### config.mk
export PLATFORM = sky130hd
export DESIGN_NAME = synapse_weight_array_flat
export DESIGN_NICKNAME = d
export VERILOG_FILES = /design/src/rtl/synapse_weight_array_pkg.sv /design/src/rtl/synapse_weight_array_if.sv /design/src/rtl/synapse_weight_array_adder_tree.sv /design/src/rtl/synapse_weight_array.sv /design/src/flat_wrapper.sv
export SDC_FILE = /design/constraint.sdc
export NUM_CORES = 1
export LEC_CHECK = 0
export ABC_AREA = 1
export CAP_MARGIN = 30
export CORE_MARGIN = 4
export CORE_UTILIZATION = 40
export CTS_BUF_LIST = sky130_fd_sc_hd__clkbuf_16
export CTS_CLUSTER_SIZE = 20
export DETAILED_ROUTE_END_ITERATION = 6
export PLACE_DENSITY = 0.62
export SYNTH_ARGS = -nofsm -noshare
export SYNTH_HDL_FRONTEND = slang
export SYNTH_SLANG_ARGS = --single-unit
### constraint.sdc
create_clock -name clk -period 3.4 [get_ports clk]
set_input_delay 0.68 -clock clk [delete_from_list [all_inputs] [get_ports clk]]
set_output_delay 0.68 -clock clk [all_outputs]
set_load 0.02 [all_outputs]
### src/rtl/synapse_weight_array_pkg.sv
// Shared types and constants for the synapse weight array feeding spiking_neuron.
package snn_pkg;

  typedef enum logic {RUN = 1'b0, LOAD = 1'b1} state_e;

  localparam int NEURON_IN_W = 8;
  localparam logic [NEURON_IN_W-1:0] SAT_MAX = 8'd255;

  localparam int N_INPUTS_DEF = 4;
  localparam int WEIGHT_W_DEF = 8;

  // Widest possible sum of n unsigned w-bit weights, so the adder can never wrap.
  function automatic int sum_width(input int n, input int w);
    return w + $clog2(n);
  endfunction

  localparam int SUM_W_DEF = sum_width(N_INPUTS_DEF, WEIGHT_W_DEF);

endpackage

### src/rtl/synapse_weight_array_if.sv
// Spike input, weight configuration and neuron-drive signals of the synapse array.
interface synapse_weight_array_if #(
  parameter int N_INPUTS = 4
);
  import snn_pkg::*;

  logic [N_INPUTS-1:0]    in_spikes;
  logic                   in_valid;
  logic                   cfg_start;
  logic                   cfg_valid;
  logic [7:0]             cfg_data;
  logic                   cfg_ready;
  logic                   weights_loaded;
  logic [NEURON_IN_W-1:0] neuron_input;

  modport master (
    output in_spikes, in_valid, cfg_start, cfg_valid, cfg_data,
    input  cfg_ready, weights_loaded, neuron_input
  );

  modport slave (
    input  in_spikes, in_valid, cfg_start, cfg_valid, cfg_data,
    output cfg_ready, weights_loaded, neuron_input
  );

endinterface

### src/rtl/synapse_weight_array_adder_tree.sv
// Combinational masked-weight adder; result clamped to the 8-bit neuron drive range.
module synapse_adder_tree
  import snn_pkg::*;
#(
  parameter int N_INPUTS = 4,
  parameter int WEIGHT_W = 8
) (
  input  logic [N_INPUTS*WEIGHT_W-1:0] weights_flat,
  input  logic [N_INPUTS-1:0]          mask,
  output logic [NEURON_IN_W-1:0]       sum_sat
);

  localparam int SW = sum_width(N_INPUTS, WEIGHT_W);

  logic [N_INPUTS-1:0][SW-1:0] masked;
  logic [SW-1:0]               sum;

  for (genvar gi = 0; gi < N_INPUTS; gi++) begin : g_lane
    assign masked[gi] = mask[gi] ? SW'(weights_flat[gi*WEIGHT_W +: WEIGHT_W]) : '0;
  end

  always_comb begin
    sum = '0;
    for (int i = 0; i < N_INPUTS; i++) sum = sum + masked[i];
    sum_sat = (sum > SW'(SAT_MAX)) ? SAT_MAX : sum[NEURON_IN_W-1:0];
  end

endmodule

### src/rtl/synapse_weight_array.sv
// Weight registers, byte-serial load FSM and registered saturated drive for spiking_neuron.
module synapse_weight_array
  import snn_pkg::*;
#(
  parameter int N_INPUTS = 4,
  parameter int WEIGHT_W = 8
) (
  input  logic                   clk,
  input  logic                   rst_n,
  synapse_weight_array_if.slave  sif
);

  localparam int IDX_W = $clog2(N_INPUTS);
  localparam logic [IDX_W-1:0] IDX_LAST = IDX_W'(N_INPUTS - 1);

  state_e                             state_q, state_d;
  logic [IDX_W-1:0]                   idx_q, idx_d;
  logic [N_INPUTS-1:0][WEIGHT_W-1:0]  w_q, w_d;
  logic                               loaded_q, loaded_d;
  logic [NEURON_IN_W-1:0]             neuron_q, neuron_d;
  logic [NEURON_IN_W-1:0]             sum_sat;

  synapse_adder_tree #(
    .N_INPUTS (N_INPUTS),
    .WEIGHT_W (WEIGHT_W)
  ) u_adder (
    .weights_flat (w_q),
    .mask         (sif.in_spikes),
    .sum_sat      (sum_sat)
  );

  always_comb begin
    state_d  = state_q;
    idx_d    = idx_q;
    w_d      = w_q;
    loaded_d = loaded_q;
    neuron_d = '0;
    unique case (state_q)
      RUN: begin
        // The start cycle still produces output from the old weights.
        neuron_d = sif.in_valid ? sum_sat : '0;
        if (sif.cfg_start) begin
          state_d = LOAD;
          idx_d   = '0;
        end
      end
      LOAD: begin
        // A restart outranks a coincident byte, which is dropped.
        if (sif.cfg_start) begin
          idx_d = '0;
        end else if (sif.cfg_valid) begin
          w_d[idx_q] = WEIGHT_W'(sif.cfg_data);
          if (idx_q == IDX_LAST) begin
            idx_d    = '0;
            loaded_d = 1'b1;
            state_d  = RUN;
          end else begin
            idx_d = idx_q + 1'b1;
          end
        end
      end
      default: state_d = RUN;
    endcase
  end

  always_ff @(posedge clk or negedge rst_n) begin
    if (!rst_n) begin
      state_q  <= RUN;
      idx_q    <= '0;
      w_q      <= '0;
      loaded_q <= 1'b0;
      neuron_q <= '0;
    end else begin
      state_q  <= state_d;
      idx_q    <= idx_d;
      w_q      <= w_d;
      loaded_q <= loaded_d;
      neuron_q <= neuron_d;
    end
  end

  assign sif.cfg_ready      = (state_q == LOAD);
  assign sif.weights_loaded = loaded_q;
  assign sif.neuron_input   = neuron_q;

endmodule

### src/flat_wrapper.sv
// flat-port wrapper written by rule: the top's interface ports become plain ports
module synapse_weight_array_flat import snn_pkg::*;
#(
  parameter int N_INPUTS = 4,
  parameter int WEIGHT_W = 8
)
  (clk, rst_n, sif_in_spikes, sif_in_valid, sif_cfg_start, sif_cfg_valid, sif_cfg_data, sif_cfg_ready, sif_weights_loaded, sif_neuron_input);
  synapse_weight_array_if #(.N_INPUTS(N_INPUTS)) sif_i ();
  input  logic clk;
  input  logic rst_n;
  input wire logic [$bits(sif_i.in_spikes)-1:0] sif_in_spikes;
  input wire logic [$bits(sif_i.in_valid)-1:0] sif_in_valid;
  input wire logic [$bits(sif_i.cfg_start)-1:0] sif_cfg_start;
  input wire logic [$bits(sif_i.cfg_valid)-1:0] sif_cfg_valid;
  input wire logic [$bits(sif_i.cfg_data)-1:0] sif_cfg_data;
  output wire logic [$bits(sif_i.cfg_ready)-1:0] sif_cfg_ready;
  output wire logic [$bits(sif_i.weights_loaded)-1:0] sif_weights_loaded;
  output wire logic [$bits(sif_i.neuron_input)-1:0] sif_neuron_input;
  assign sif_i.in_spikes = sif_in_spikes;
  assign sif_i.in_valid = sif_in_valid;
  assign sif_i.cfg_start = sif_cfg_start;
  assign sif_i.cfg_valid = sif_cfg_valid;
  assign sif_i.cfg_data = sif_cfg_data;
  assign sif_cfg_ready = sif_i.cfg_ready;
  assign sif_weights_loaded = sif_i.weights_loaded;
  assign sif_neuron_input = sif_i.neuron_input;
  synapse_weight_array #(.N_INPUTS(N_INPUTS), .WEIGHT_W(WEIGHT_W)) u_core (.clk(clk), .rst_n(rst_n), .sif(sif_i));
endmodule
==> flow_summary.json <==
{
  "numCtsBuffers": 5,
  "ys.warnings.count": 0,
  "p_leak_nw": 1.83,
  "num_vias": 1992,
  "grt_max_degree": 39,
  "vias_per_cell": 4.56,
  "utilization": 0.524,
  "grt.overflow.total": 0,
  "outcome": "finished, final reports clean",
  "fin_nets": 405,
  "die_y_um": 89.9,
  "pin_count": 27,
  "path_class": "in -> reg",
  "hpwlAfterDp_um": 3820,
  "ant_nets": 0,
  "ys_types": 21,
  "drv_cap": 0,
  "start_kind": "primary input",
  "hold_path.class": "in -> async",
  "synth_top_area_cell": "dfrtp_1",
  "grt_pass1_vias": 2060,
  "ys_ff_latch": 44,
  "drv_slew": 0,
  "finClkSkew_ns": 0.00825,
  "maxSlewHeadroom": 0.682,
  "synthArstFlopShare": 1.00,
  "drt_wl_total_um": 5050,
  "antenna_found_initial": 0,
  "cp.arrival_ns": 3.41,
  "clkSinkCount": 44,
  "worstMarginPinSlew_ns": 0.477,
  "syn_area_um2": 2680,
  "drc": 0,
  "cp_max_fo": 8,
  "wl_per_cell_um": 11.6,
  "fin_area_um2": 3360,
  "total_power_mw": 2.24,
  "setup_viol": 0,
  "period_minus_slack_ns": 3.24,
  "cts_buffer_depth": 2,
  "crit_required_ns": 3.56,
  "hold_viol": 0,
  "cts_htree_levels": 2,
  "yosys-top-cells-area": "dfrtp_1 41%, nand2_1 13%, fa_1 12%",
  "die-area_um2": 8080,
  "first_iter_violations": 60,
  "gp_congestion": 0.800,
  "cts_tree": "built",
  "synth_edf_count": 0,
  "dr.pass1.iters": 4,
  "start_util": 0.418,
  "drive_above_1_share": 0.142,
  "io_buffers": 26,
  "fin_tns_setup_ns": 0,
  "syn_inst": 322,
  "grt_pass1_wl_um": 9290,
  "p_per_area_nw_per_um2": 666,
  "clkTransAtPathRegs_ns": 0.07,
  "end_kind": "flip-flop",
  "dpl_cell_area_um2": 3080,
  "synth_top_area_frac": 0.410,
  "cts.root.buffer_cell": "clkbuf_16",
  "n_antenna_cell": 0,
  "synth.most_common_cell": "nand2_1",
  "synth_nets": 368,
  "max_clock_freq_mhz": 308,
  "avgSynthCellArea_um2": 8.33,
  "clk_latency_ns": 0.29,
  "synthTopCellsByCount": "94 x nand2_1, 71 x inv_1, 44 x dfrtp_1",
  "rows": 29,
  "track_usage": 0.137,
  "post-route-period-util": 0.954,
  "fp.coreArea_um2": 6420,
  "cts_setup_buffers": 0,
  "seq_area_frac_synth": 0.410,
  "area_growth_pct": 25.3,
  "die_w_um": 89.9,
  "ir_drop_v": 0.000272,
  "ys.flop_type": "dfrtp_1"
}
-- through the flow --
| step | std cells | setup slack [ns] | hold slack, ns |
|---|---|---|---|
| 6_report | 437 | 0.157 | 0.222 |
| 3_3_place_gp | 428 | -0.428 | 0.467 |
| 3_5_place_dp | 429 | -0.522 | 0.469 |
| 4_1_cts | 437 | -0.0434 | 0.221 |
| 2_1_floorplan | 322 | 0.102 | 0.384 |
| 5_1_grt | 437 | -0.000234 | 0.231 |
-- flip-flops by register name (all words and copies together) (netlist names) --
register / count
u_core.sif.cfg_ready: 1
u_core.sif.weights_loaded: 1
u_core.idx_q: 2
u_core.w_q: 32
u_core.sif.neuron_input: 8
-- layer usage --
metal  vias to the layer above  part of all wire  track usage
met5                         -                 0            0
met2                        38              0.48        0.234
met1                       929              0.47        0.180
li1                       1023                 -            -
met3                         2             0.040       0.0234
met4                         0            0.0079       0.0395
-- where the power goes --
part	switching [mW]	leakage [nW]	internal, mW
Combinational	0.446	1.16	0.400
Clock	0.203	0.104	0.495
Sequential	0.0605	0.568	0.635
Total	0.709	1.83	1.53
-- final timing paths --
path	start	endpoint	slack, ns	cells past startpoint
setup / recovery	sif_in_spikes[2]	u_core.sif.neuron_input[3]	0.16	16
hold / removal	rst_n	u_core.sif.neuron_input[7]	0.22	1
setup reg to reg	u_core.w_q[1]	u_core.sif.neuron_input[7]	0.42	16
hold reg to reg	u_core.w_q[27]	u_core.w_q[27]	0.48	2
max in group asynchronous	rst_n	u_core.w_q[13]	2.73	2
min in group clk	u_core.w_q[27]	u_core.w_q[27]	0.48	2
-- placed cells by master, fill, tap and decap left out, drive strengths merged --
cell type / Yosys / layout
nand2: 94 / 94
dlygate4sd2: 0 / 1
dfrtp: 44 / 44
nor3: 1 / 1
bufinv: 0 / 3
nand3: 6 / 6
or2: 2 / 2
xnor2: 2 / 2
ha: 13 / 13
fa: 16 / 16
a21oi: 5 / 5
o21ai: 35 / 35
xor2: 1 / 1
buf: 4 / 13
nor2: 20 / 20
clkbuf: 4 / 7
nand3b: 2 / 2
inv: 73 / 73
clkdlybuf4s50: 0 / 22
-- area by class of cell --
cell class	count	area (um2)
Clock buffer	5	125
Clock inverter	3	90.1
Fill cell	605	3060
Inverter	73	274
Multi-Input combinational cell	197	1330
Sequential cell	44	1100
Tap cell	77	96.3
Timing Repair Buffer	38	347
-- logic make-up after synthesis --
group / synth area share
xor gates and xnor gates: 0.00979
adders and majority gates: 0.180
and+or+nand+nor: 0.190
DFF: 0.410
AOI/OAI and AO/OA: 0.0858
buffers and inverters: 0.124
-- critical path, cell delays in order --
cell and delay (ns):
dlygate4sd2_1 0.26, buf_4 0.16, nand2_1 0.05, inv_1 0.05
fa_1 0.48, inv_1 0.06, fa_1 0.52, inv_1 0.06
ha_4 0.24, or2_1 0.24, nand3_1 0.12, nand2_1 0.06
nand2_1 0.10, nand3_4 0.15, nor2_1 0.12, nor2_1 0.04
-- what timing repair did --
action / in CTS / in global routing
hold buffers: 0 / 0
endpoints found under the setup margin: 8 / 8
resized for setup: 5 / 18
pin swaps: 1 / 2
Power figures use the tool's default switching activity.
